<file path="config.mk">
export PLATFORM = sky130hd
export DESIGN_NAME = mem_port_arbiter
export DESIGN_NICKNAME = d
export VERILOG_FILES = /design/src/rtl/mem_port_arbiter.sv
export SDC_FILE = /design/constraint.sdc
export NUM_CORES = 1
export LEC_CHECK = 0
export CORE_AREA = 2 2 118 120
export CTS_CLUSTER_SIZE = 14
export DETAILED_ROUTE_END_ITERATION = 7
export DIE_AREA = 0 0 120 122
export HOLD_SLACK_MARGIN = 0.03
export PLACE_DENSITY = 0.75
export SLEW_MARGIN = 20
export SYNTH_ARGS = -nofsm -noshare
export SYNTH_HDL_FRONTEND = slang
export SYNTH_SLANG_ARGS = --single-unit
</file>
<file path="constraint.sdc">
create_clock -name clk -period 4.38 [get_ports clk]
set_clock_uncertainty 0.15 [all_clocks]
set_input_delay 0.876 -clock clk [delete_from_list [all_inputs] [get_ports clk]]
set_output_delay 0.876 -clock clk [all_outputs]
set_load 0.05 [all_outputs]
</file>
<file path="src/rtl/mem_port_arbiter.sv">
// Arbitrates one single-port memory between IFU fetches and LSU loads/stores, one access in flight.
// Build macro MISALIGN_CHK_EN: misaligned LSU accesses are answered with ls_err and never reach memory.
module mem_port_arbiter #(
  parameter int MEM_LATENCY  = 1,
  parameter int STARVE_LIMIT = 4
) (
  input  logic        clk,
  input  logic        rst_n,
  input  logic        if_req,
  input  logic [31:0] if_addr,
  output logic        if_gnt,
  output logic        if_rvalid,
  output logic [31:0] if_rdata,
  input  logic        ls_req,
  input  logic        ls_we,
  input  logic [3:0]  ls_be,
  input  logic [31:0] ls_addr,
  input  logic [31:0] ls_wdata,
  output logic        ls_gnt,
  output logic        ls_rvalid,
  output logic [31:0] ls_rdata,
  output logic        ls_err,
  output logic        mem_en,
  output logic        mem_we,
  output logic [3:0]  mem_be,
  output logic [31:0] mem_addr,
  output logic [31:0] mem_wdata,
  input  logic [31:0] mem_rdata
);

  typedef enum logic [1:0] {IDLE, ISSUE, WAIT, RESP} state_t;

  state_t      state_q, state_d;
  logic        owner_ls_q, owner_ls_d;
  logic        store_q, store_d;
  logic        bad_q, bad_d;
  logic [2:0]  cnt_q, cnt_d;
  logic [3:0]  starve_q, starve_d;
  logic        if_gnt_q, if_gnt_d;
  logic        if_rvalid_q, if_rvalid_d;
  logic [31:0] if_rdata_q, if_rdata_d;
  logic        ls_gnt_q, ls_gnt_d;
  logic        ls_rvalid_q, ls_rvalid_d;
  logic [31:0] ls_rdata_q, ls_rdata_d;
  logic        ls_err_q, ls_err_d;
  logic        mem_en_q, mem_en_d;
  logic        mem_we_q, mem_we_d;
  logic [3:0]  mem_be_q, mem_be_d;
  logic [31:0] mem_addr_q, mem_addr_d;
  logic [31:0] mem_wdata_q, mem_wdata_d;
  logic        pick_ls;
  logic        bad_req;
  logic        unused_addr_bits;

  assign unused_addr_bits = ^if_addr[1:0];

`ifdef MISALIGN_CHK_EN
  always_comb begin
    bad_req = 1'b1;
    case (ls_be)
      4'b1111:                            bad_req = (ls_addr[1:0] != 2'b00);
      4'b0011, 4'b1100:                   bad_req = ls_addr[0];
      4'b0001, 4'b0010, 4'b0100, 4'b1000: bad_req = 1'b0;
      default:                            bad_req = 1'b1;
    endcase
  end
`else
  assign bad_req = 1'b0;
`endif

  always_comb begin
    state_d     = state_q;
    owner_ls_d  = owner_ls_q;
    store_d     = store_q;
    bad_d       = bad_q;
    cnt_d       = cnt_q;
    starve_d    = starve_q;
    pick_ls     = 1'b0;
    if_gnt_d    = 1'b0;
    if_rvalid_d = 1'b0;
    if_rdata_d  = '0;
    ls_gnt_d    = 1'b0;
    ls_rvalid_d = 1'b0;
    ls_rdata_d  = '0;
    ls_err_d    = 1'b0;
    mem_en_d    = 1'b0;
    mem_we_d    = 1'b0;
    mem_be_d    = '0;
    mem_addr_d  = '0;
    mem_wdata_d = '0;
    case (state_q)
      IDLE: begin
        if (if_req || ls_req) begin
          // LSU wins unless a waiting IFU has been passed over STARVE_LIMIT times in a row
          pick_ls = ls_req && !(if_req && (STARVE_LIMIT != 0) &&
                                (starve_q == 4'(STARVE_LIMIT)));
          owner_ls_d = pick_ls;
          state_d    = ISSUE;
          if (pick_ls) begin
            ls_gnt_d = 1'b1;
            store_d  = ls_we;
            bad_d    = bad_req;
            starve_d = !if_req ? 4'd0 : (starve_q == 4'hf) ? 4'hf : starve_q + 4'd1;
            if (!bad_req) begin
              mem_en_d    = 1'b1;
              mem_we_d    = ls_we;
              mem_be_d    = ls_be;
              mem_addr_d  = ls_addr;
              mem_wdata_d = ls_wdata;
            end
          end else begin
            if_gnt_d   = 1'b1;
            store_d    = 1'b0;
            bad_d      = 1'b0;
            starve_d   = 4'd0;
            mem_en_d   = 1'b1;
            mem_be_d   = 4'b1111;
            mem_addr_d = {if_addr[31:2], 2'b00};
          end
        end
      end
      ISSUE: begin
        if (bad_q) begin
          state_d     = RESP;
          ls_rvalid_d = 1'b1;
          ls_err_d    = 1'b1;
        end else begin
          state_d = WAIT;
          cnt_d   = 3'(MEM_LATENCY);
        end
      end
      WAIT: begin
        if (cnt_q <= 3'd1) begin
          state_d = RESP;
          if (owner_ls_q) begin
            ls_rvalid_d = 1'b1;
            ls_rdata_d  = store_q ? 32'd0 : mem_rdata;
          end else begin
            if_rvalid_d = 1'b1;
            if_rdata_d  = mem_rdata;
          end
        end else begin
          cnt_d = cnt_q - 3'd1;
        end
      end
      RESP: state_d = IDLE;
      default: state_d = IDLE;
    endcase
  end

  always_ff @(posedge clk) begin
    if (!rst_n) begin
      state_q     <= IDLE;
      owner_ls_q  <= 1'b0;
      store_q     <= 1'b0;
      bad_q       <= 1'b0;
      cnt_q       <= '0;
      starve_q    <= '0;
      if_gnt_q    <= 1'b0;
      if_rvalid_q <= 1'b0;
      if_rdata_q  <= '0;
      ls_gnt_q    <= 1'b0;
      ls_rvalid_q <= 1'b0;
      ls_rdata_q  <= '0;
      ls_err_q    <= 1'b0;
      mem_en_q    <= 1'b0;
      mem_we_q    <= 1'b0;
      mem_be_q    <= '0;
      mem_addr_q  <= '0;
      mem_wdata_q <= '0;
    end else begin
      state_q     <= state_d;
      owner_ls_q  <= owner_ls_d;
      store_q     <= store_d;
      bad_q       <= bad_d;
      cnt_q       <= cnt_d;
      starve_q    <= starve_d;
      if_gnt_q    <= if_gnt_d;
      if_rvalid_q <= if_rvalid_d;
      if_rdata_q  <= if_rdata_d;
      ls_gnt_q    <= ls_gnt_d;
      ls_rvalid_q <= ls_rvalid_d;
      ls_rdata_q  <= ls_rdata_d;
      ls_err_q    <= ls_err_d;
      mem_en_q    <= mem_en_d;
      mem_we_q    <= mem_we_d;
      mem_be_q    <= mem_be_d;
      mem_addr_q  <= mem_addr_d;
      mem_wdata_q <= mem_wdata_d;
    end
  end

  assign if_gnt    = if_gnt_q;
  assign if_rvalid = if_rvalid_q;
  assign if_rdata  = if_rdata_q;
  assign ls_gnt    = ls_gnt_q;
  assign ls_rvalid = ls_rvalid_q;
  assign ls_rdata  = ls_rdata_q;
  assign ls_err    = ls_err_q;
  assign mem_en    = mem_en_q;
  assign mem_we    = mem_we_q;
  assign mem_be    = mem_be_q;
  assign mem_addr  = mem_addr_q;
  assign mem_wdata = mem_wdata_q;

endmodule

</file>
Word level (Yosys, flattened, before mapping)
Cells that the tools add are included.

Flip-flop bits (word level): 149. Word-level logic and storage cells: 63. Input bits: 137. Output and inout bits: 139.

Reduce and logical (&&, ||, !) cells: 15. Multiplexer cells: 16. Eq/ne operators: 8. $add $sub $neg: 2. Bitwise operators: 4. Magnitude comparators: 1.

Operator list (number): $mux W32 (1); $mux W4 (4); $pmux W2 S4 (1); $reduce_and A2 Y1 (4); $mux W1 (6); $ne A2 B2 Y1 const B (3); $pmux W3 S2 (1); $reduce_and A3 Y1 (2); $reduce_or A5 Y1 (1); $add A4 B1 Y4 const B (1); $eq A2 B2 Y1 const B (2); $eq A4 B3 Y1 const B (1); $eq A4 B4 Y1 const B (1); $mux W2 (2); $not A1 Y1 (4); $reduce_and A4 Y1 (1); $reduce_or A4 Y1 (1); $le A3 B1 Y1 const B (1); $mux W3 (1); $sub A3 B1 Y3 const B (1); $eq A2 B1 Y1 const B (1); $logic_and A1 B1 Y1 (2); $logic_not A2 Y1 (1); $reduce_bool A2 Y1 (1); 2 further kinds (2).

Depth between registers and ports, before layout
Gate-level depths: netlist (run 1).

Depth after elaboration: 5. Mapped depth: 7.

Least setup slack after synthesis (run 1)
No wires, ideal clock.

Path type: input-to-reg. From: in if_req. To: reg starve_q[3]. Stages: 4. Setup time: 64 ps. Data arrival time: 1771 ps. Path slack: 2395 ps. Cells stage by stage: buf_6 -> and4b_4 -> or4_1 -> nand4_1.

Word-level cells in the longest chain between the ends: 4. Elaborated cells between the ends (all ways): 7. Classes of those cells: 2 x mux; 5 x reduce/logical.

RTL lines: start: declaration (line 9) `input logic if_req,`; $logic_and A1 B1 Y1 (line 95) `pick_ls = ls_req && !(if_req && (STARVE_LIMIT != 0) &&`; $logic_not A1 Y1 (line 95); $logic_and A1 B1 Y1 (line 95); $mux W4 (line 99) `if (pick_ls) begin`; end signal: assignment (line 177) `starve_q <= starve_d;`; end: declaration (line 38) `logic [3:0] starve_q, starve_d;`.

Parallel ways exist; a longest one is shown, timed or not. A chain may end at the register's enable or synchronous reset.

Final worst setup path (run 1)
From: reg mem_wdata_q[27] (netlist: mem_wdata[27]). To: out mem_wdata[27].

RTL lines: start: declaration (line 50) `logic [31:0] mem_wdata_q, mem_wdata_d;`; start signal: assignment (line 189) `mem_wdata_q <= mem_wdata_d;`; end: declaration (line 27) `output logic [31:0] mem_wdata,`.

No word-level cell between the ends.

==> flow_summary.json, run 1 <==
{
  "outcome": "complete, no violations",
  "post_cts_buffers": 0,
  "maxCapViolCount": 0,
  "syn_nets": 517,
  "dp_hpwl_um": 9243,
  "timing.critical_path.slowest_stage_cell": "clkdlybuf4s50_1",
  "avgRoutedWirePerCell_um": 14.80,
  "ir_drop_mv": 0.2781,
  "top_usage_layer": "met2",
  "cp_max_fo": 1,
  "die_area_mm2": 0.01464,
  "cp-end-kind": "output port",
  "r2r-end": "mem_wdata[23]",
  "drt-initial-drc-count": 165,
  "grt_pass1_wl_um": 19090,
  "power.leakage_nw": 3.257,
  "via_count": 3747,
  "path_cells": "clkdlybuf4s50_1",
  "areaGrowthSynthToFinish_pct": 76.63,
  "layout-drive-gt1-share_pct": 7.143,
  "met3_usage_pct": 6.835,
  "numCtsBuffers": 17,
  "p_total_mw": 4.335,
  "crit_end": "mem_wdata[27]",
  "worst-slew-pin-transition_ps": 541.7,
  "gp_congestion": 0.7988,
  "io_buffers": 272,
  "synthCells": 373,
  "n_fill_cell": 1091,
  "maxSlewHeadroom_pct": 63.77,
  "ys.flop_type": "dfxtp_1",
  "cp_data_required_time_ps": 3350,
  "setup_ws_ps": 1785,
  "synth_area_mm2": 0.004556,
  "worst_setup_path_start_kind": "register",
  "yosys_register_bits": 149,
  "clkSlewWorstSetupHoldPaths_ps": 60,
  "ys_seq_area_share_pct": 65.48,
  "regArea_mm2": 0.002983,
  "use_met2_pct": 29.62,
  "cts-resized-gates": 0,
  "cts.sinks": 149,
  "hp-class": "register to register",
  "coreArea_mm2": 0.01350,
  "worstReg2RegStart": "state_q[0]",
  "slew_violations": 0,
  "initial_core_util_pct": 33.73,
  "row_count": 43,
  "wl_um": 12410,
  "ys_async_sr_fraction_pct": 0,
  "antenna_found_initial": 0,
  "htreeDepth": 4,
  "path_class": "register to output port",
  "ant_nets": 0,
  "synth.yosys.warnings": 0,
  "clk_path_buf_depth": 2,
  "grt_overflow_total": 0,
  "hold_viol": 0,
  "grt_pass1_vias": 3868,
  "rsz0062_at_grt": "false",
  "holdWs_ps": 339.0,
  "cts_tree": "yes",
  "via_per_inst": 4.471,
  "fin_nets": 789,
  "cp_top_family": "buffers and inverters",
  "path_buf_inv": 1,
  "antenna-diode-count": 0,
  "cp_num_cells": 1,
  "drc": 0,
  "synth.avg_cell_area_um2": 12.21,
  "first_pass_iters": 4,
  "synth_edf_count": 0,
  "setup_viol": 0,
  "arrival_ps": 1570,
  "fmax_mhz": 385.3,
  "cpPeakStageDelay_ps": 820,
  "ctsHoldBuffers": 0,
  "dp_slack_ps": 1415,
  "r2r.worst_path.cells": 5,
  "grt_max_degree": 40,
  "ys_types": 45,
  "reg2reg_slack_ps": 2410,
  "min_period_ps": 2595,
  "setup_tns_ps": 0,
  "clk_latency_ps": 410,
  "cts_root_buffer": "clkbuf_16",
  "power_density_mw_per_mm2": 538.8,
  "grt.total_usage_pct": 16.93,
  "grt.met1_usage_pct": 17.98,
  "die_w_um": 120,
  "crit_path_start": "mem_wdata[27]",
  "io_pins": 276,
  "fin_crit_sh_pct": 59.25,
  "die_h_um": 122,
  "multi_input_area_mm2": 0.001394
}
[worst min-delay path by stage]
stage,endpoint,slack [ps],cells after the start,start
after floorplan,state_q[1],300,2,state_q[1]
after global placement,state_q[1],320,2,state_q[1]
after detailed placement,state_q[1],320,2,state_q[1]
after CTS,state_q[1],330,2,state_q[1]
after global routing,state_q[1],340,2,state_q[1]
final,state_q[1],340,2,state_q[1]
[cell type report]
cell class | count | share of cell area [%]
clock buffer | 18 | 5.334
clock inverter | 14 | 2.752
multi-input combinational | 192 | 17.32
timing repair buffer | 278 | 34.40
inverter | 7 | 0.3265
sequential | 149 | 37.07
tap | 180 | 2.799
[synth_stat cells (3+ instances only)]
cell type | number | area (um2)
dfxtp_1 | 149 | 2983
and2_1 | 65 | 406.6
and3_1 | 36 | 225.2
a22o_1 | 30 | 262.8
clkbuf_1 | 8 | 30.03
buf_2 | 7 | 35.03
ha_1 | 7 | 87.58
inv_1 | 7 | 26.28
buf_4 | 5 | 37.54
nand2_1 | 5 | 18.77
buf_6 | 4 | 45.04
nand3_1 | 4 | 20.02
o21a_1 | 4 | 30.03
nand4_1 | 3 | 18.77
nand4b_1 | 3 | 26.28
[cell usage in the layout (no fill, tap or decap), drive strengths merged, types with 4 or more instances in the layout]
cell           Yosys  final
clkbuf             9     18
buf               16      6
bufinv             0      5
nand2              5      5
a22o              30     30
nand3              4      4
ha                 7      7
o21a               4      4
dfxtp            149    149
and2              65     65
and3              36     36
clkdlybuf4s50      0    272
inv                7     11
[flip-flops by register name, summed over array words and instances (netlist names)]
name and count:
if_rvalid 1, store_q 1, mem_en 1, starve_q 4, mem_addr 32, ls_gnt 1, owner_ls_q 1, mem_we 1
if_rdata 32, mem_wdata 32, ls_rdata 32, state_q 2, if_gnt 1, ls_rvalid 1, cnt_q 3, mem_be 4
[cells by family (layout without fill, tap and decap cells)]
kind of cell,after synthesis,count (layout),share of synthesized area [%]
muxes,1,1,0.2197
other,1,1,0.08232
AOI/OAI and AO/OA,55,55,10.27
and+or+nand+nor,128,128,18.10
adders and majority gates,7,7,1.922
DFF,149,149,65.48
buffers and inverters,32,317,3.927
[power by group]
group,switching [mW],internal (mW)
clock,0.573,1.02
combinational,0.721,0.462
sequential,0.0549,1.51
[routing by layer]
metal  wire length (um)  up-vias  part of all wire [%]
met1               4812     1729                    39
met3               1187       13                   9.6
met2               6201      185                    50
li1                   -     1820                     -
met5                  0        -                     0
met4                204        0                   1.6
[through the flow]
stage	cells	area [um2]	utilization, %
after floorplan	373	4556	-
after global placement	806	7396	54.77
after detailed placement	806	7396	54.77
after CTS	838	8046	59.58
after global routing	838	8046	59.58
final	838	8046	59.58
(Power assumes the default switching activity.)
==> inputs of run 2 (changes only) <==
==> constraint.sdc (replaced) <==
create_clock -name clk -period 2.7 [get_ports clk]
set_clock_uncertainty 0.15 [all_clocks]
set_input_delay 0.54 -clock clk [delete_from_list [all_inputs] [get_ports clk]]
set_output_delay 0.54 -clock clk [all_outputs]
set_load 0.05 [all_outputs]
==> flow_summary.json, run 2 (synthesis gave the netlist of run 1 again) <==
{
  "outcome": "complete, no violations",
  "initial_core_util_pct": 33.73,
  "holdWs_ps": 340.2,
  "min_period_ps": 2260,
  "n_fill_cell": 1143,
  "cts_tree": "yes",
  "slew_violations": 0,
  "netSwitchingPower_mw": 2.212,
  "coreArea_mm2": 0.01350,
  "hp-class": "register to register",
  "maxCapViolCount": 0,
  "p_clk_share_pct": 33.5,
  "dp_hpwl_um": 9153,
  "hold_viol": 0,
  "path_class": "register to output port",
  "clkSlewWorstSetupHoldPaths_ps": 60,
  "placed_cell_area_mm2": 0.007438,
  "setup_viol": 0,
  "cts.sinks": 149,
  "cts_root_buffer": "clkbuf_16",
  "fmax_mhz": 442.6,
  "io_pins": 276,
  "layout_commonest_cell": "clkdlybuf4s50_1",
  "design_area_mm2": 0.008009,
  "regArea_mm2": 0.002983,
  "maxSlewHeadroom_pct": 63.69,
  "grt_pass1_wl_um": 18740,
  "antenna_found_initial": 1,
  "cp-end-kind": "output port",
  "grt_overflow_total": 0,
  "die_h_um": 122,
  "path_buf_inv": 1,
  "multi_input_area_mm2": 0.001394,
  "io_buffers": 272,
  "p_int_mw": 4.496,
  "post_cts_buffers": 0,
  "cp_top_family": "buffers and inverters",
  "grt.total_usage_pct": 16.53,
  "ant_nets": 0,
  "fin_nets": 793,
  "power.leakage_nw": 3.237,
  "ir_drop_mv": 0.4732,
  "grt_max_degree": 34,
  "cp_max_fo": 1,
  "fin_crit_sh_pct": 83.69,
  "first_pass_iters": 4,
  "die_area_mm2": 0.01464,
  "arrival_ps": 1570,
  "worst-slew-pin-transition_ps": 543.0,
  "cp_data_required_time_ps": 2010,
  "row_count": 43,
  "wl_um": 12080,
  "antenna-diode-count": 0,
  "setup_tns_ps": 0,
  "p_total_mw": 6.708,
  "path_cells": "clkdlybuf4s50_1",
  "ctsHoldBuffers": 0,
  "via_per_inst": 4.441,
  "timing.critical_path.slowest_stage_cell": "clkdlybuf4s50_1",
  "grt_pass1_vias": 3762,
  "utilization_pct": 59.31,
  "areaGrowthSynthToFinish_pct": 75.80,
  "p_sw_share_pct": 32.98,
  "die_w_um": 120,
  "drc": 0,
  "avgRoutedWirePerCell_um": 14.35,
  "cts-resized-gates": 0,
  "clk_path_buf_depth": 2,
  "p_seq_share_pct": 37.7,
  "worst_setup_path_start_kind": "register",
  "cpPeakStageDelay_ps": 820,
  "layout-drive-gt1-share_pct": 7.855,
  "power_frac_comb_pct": 28.8,
  "htreeDepth": 4,
  "gp_congestion": 0.7778,
  "rsz0062_at_grt": "false",
  "via_count": 3739,
  "clk_latency_ps": 410,
  "mostFrequentLayoutCells": "clkdlybuf4s50_1 (272), dfxtp_1 (149), and2_1 (65), and3_1 (36), a22o_1 (30)",
  "power_density_mw_per_mm2": 837.6,
  "drt-initial-drc-count": 197,
  "numCtsBuffers": 17
}
## run 2: stage by stage
stage	cells	setup slack (ps)
detailed placement	810	336.7
CTS	842	403.4
global route	842	388.1
finish	842	440.5
floorplan	373	1051
global placement	810	382.4
## run 2: final timing paths
| kind | start | endpoint | slack, ps | cells past startpoint |
|---|---|---|---|---|
| worst max-delay path | ls_rdata[24] | ls_rdata[24] | 440 | 1 |
| worst min-delay path | state_q[1] | state_q[1] | 340 | 2 |
| worst min register to register | state_q[1] | state_q[1] | 340 | 2 |
| worst max register to register | state_q[0] | ls_rdata[26] | 820 | 6 |
## run 2: layout make-up
class	instances	share of cell area, %
Sequential cell	149	37.24
Timing Repair Buffer	282	35.09
Multi-Input combinational cell	192	17.40
Clock buffer	17	5.312
Tap cell	180	2.812
Clock inverter	15	1.812
Inverter	7	0.3281
## run 2: worst min-delay path: stages (launching register included)
cell,delay (ps)
dfxtp_1,320
nand2_1,60
mux2i_1,60
## run 2: power groups by stage
stage               registers, mW  logic [mW]  clock network (mW)
floorplan                    3.31       0.473                   0
global placement             2.57        1.90                   0
detailed placement           2.58        1.94                   0
CTS                          2.54        1.95                2.30
global route                 2.55        2.04                2.42
finish                       2.53        1.93                2.24
## run 2: metal layers
metal  global-route usage [%]  routed length (um)  vias to the layer above
li1                         -                   -                     1832
met1                    17.05                4554                     1690
met2                    28.52                6039                      196
met3                    8.287                1296                       19
met4                    6.838                 175                        2
met5                        0                  13                        -
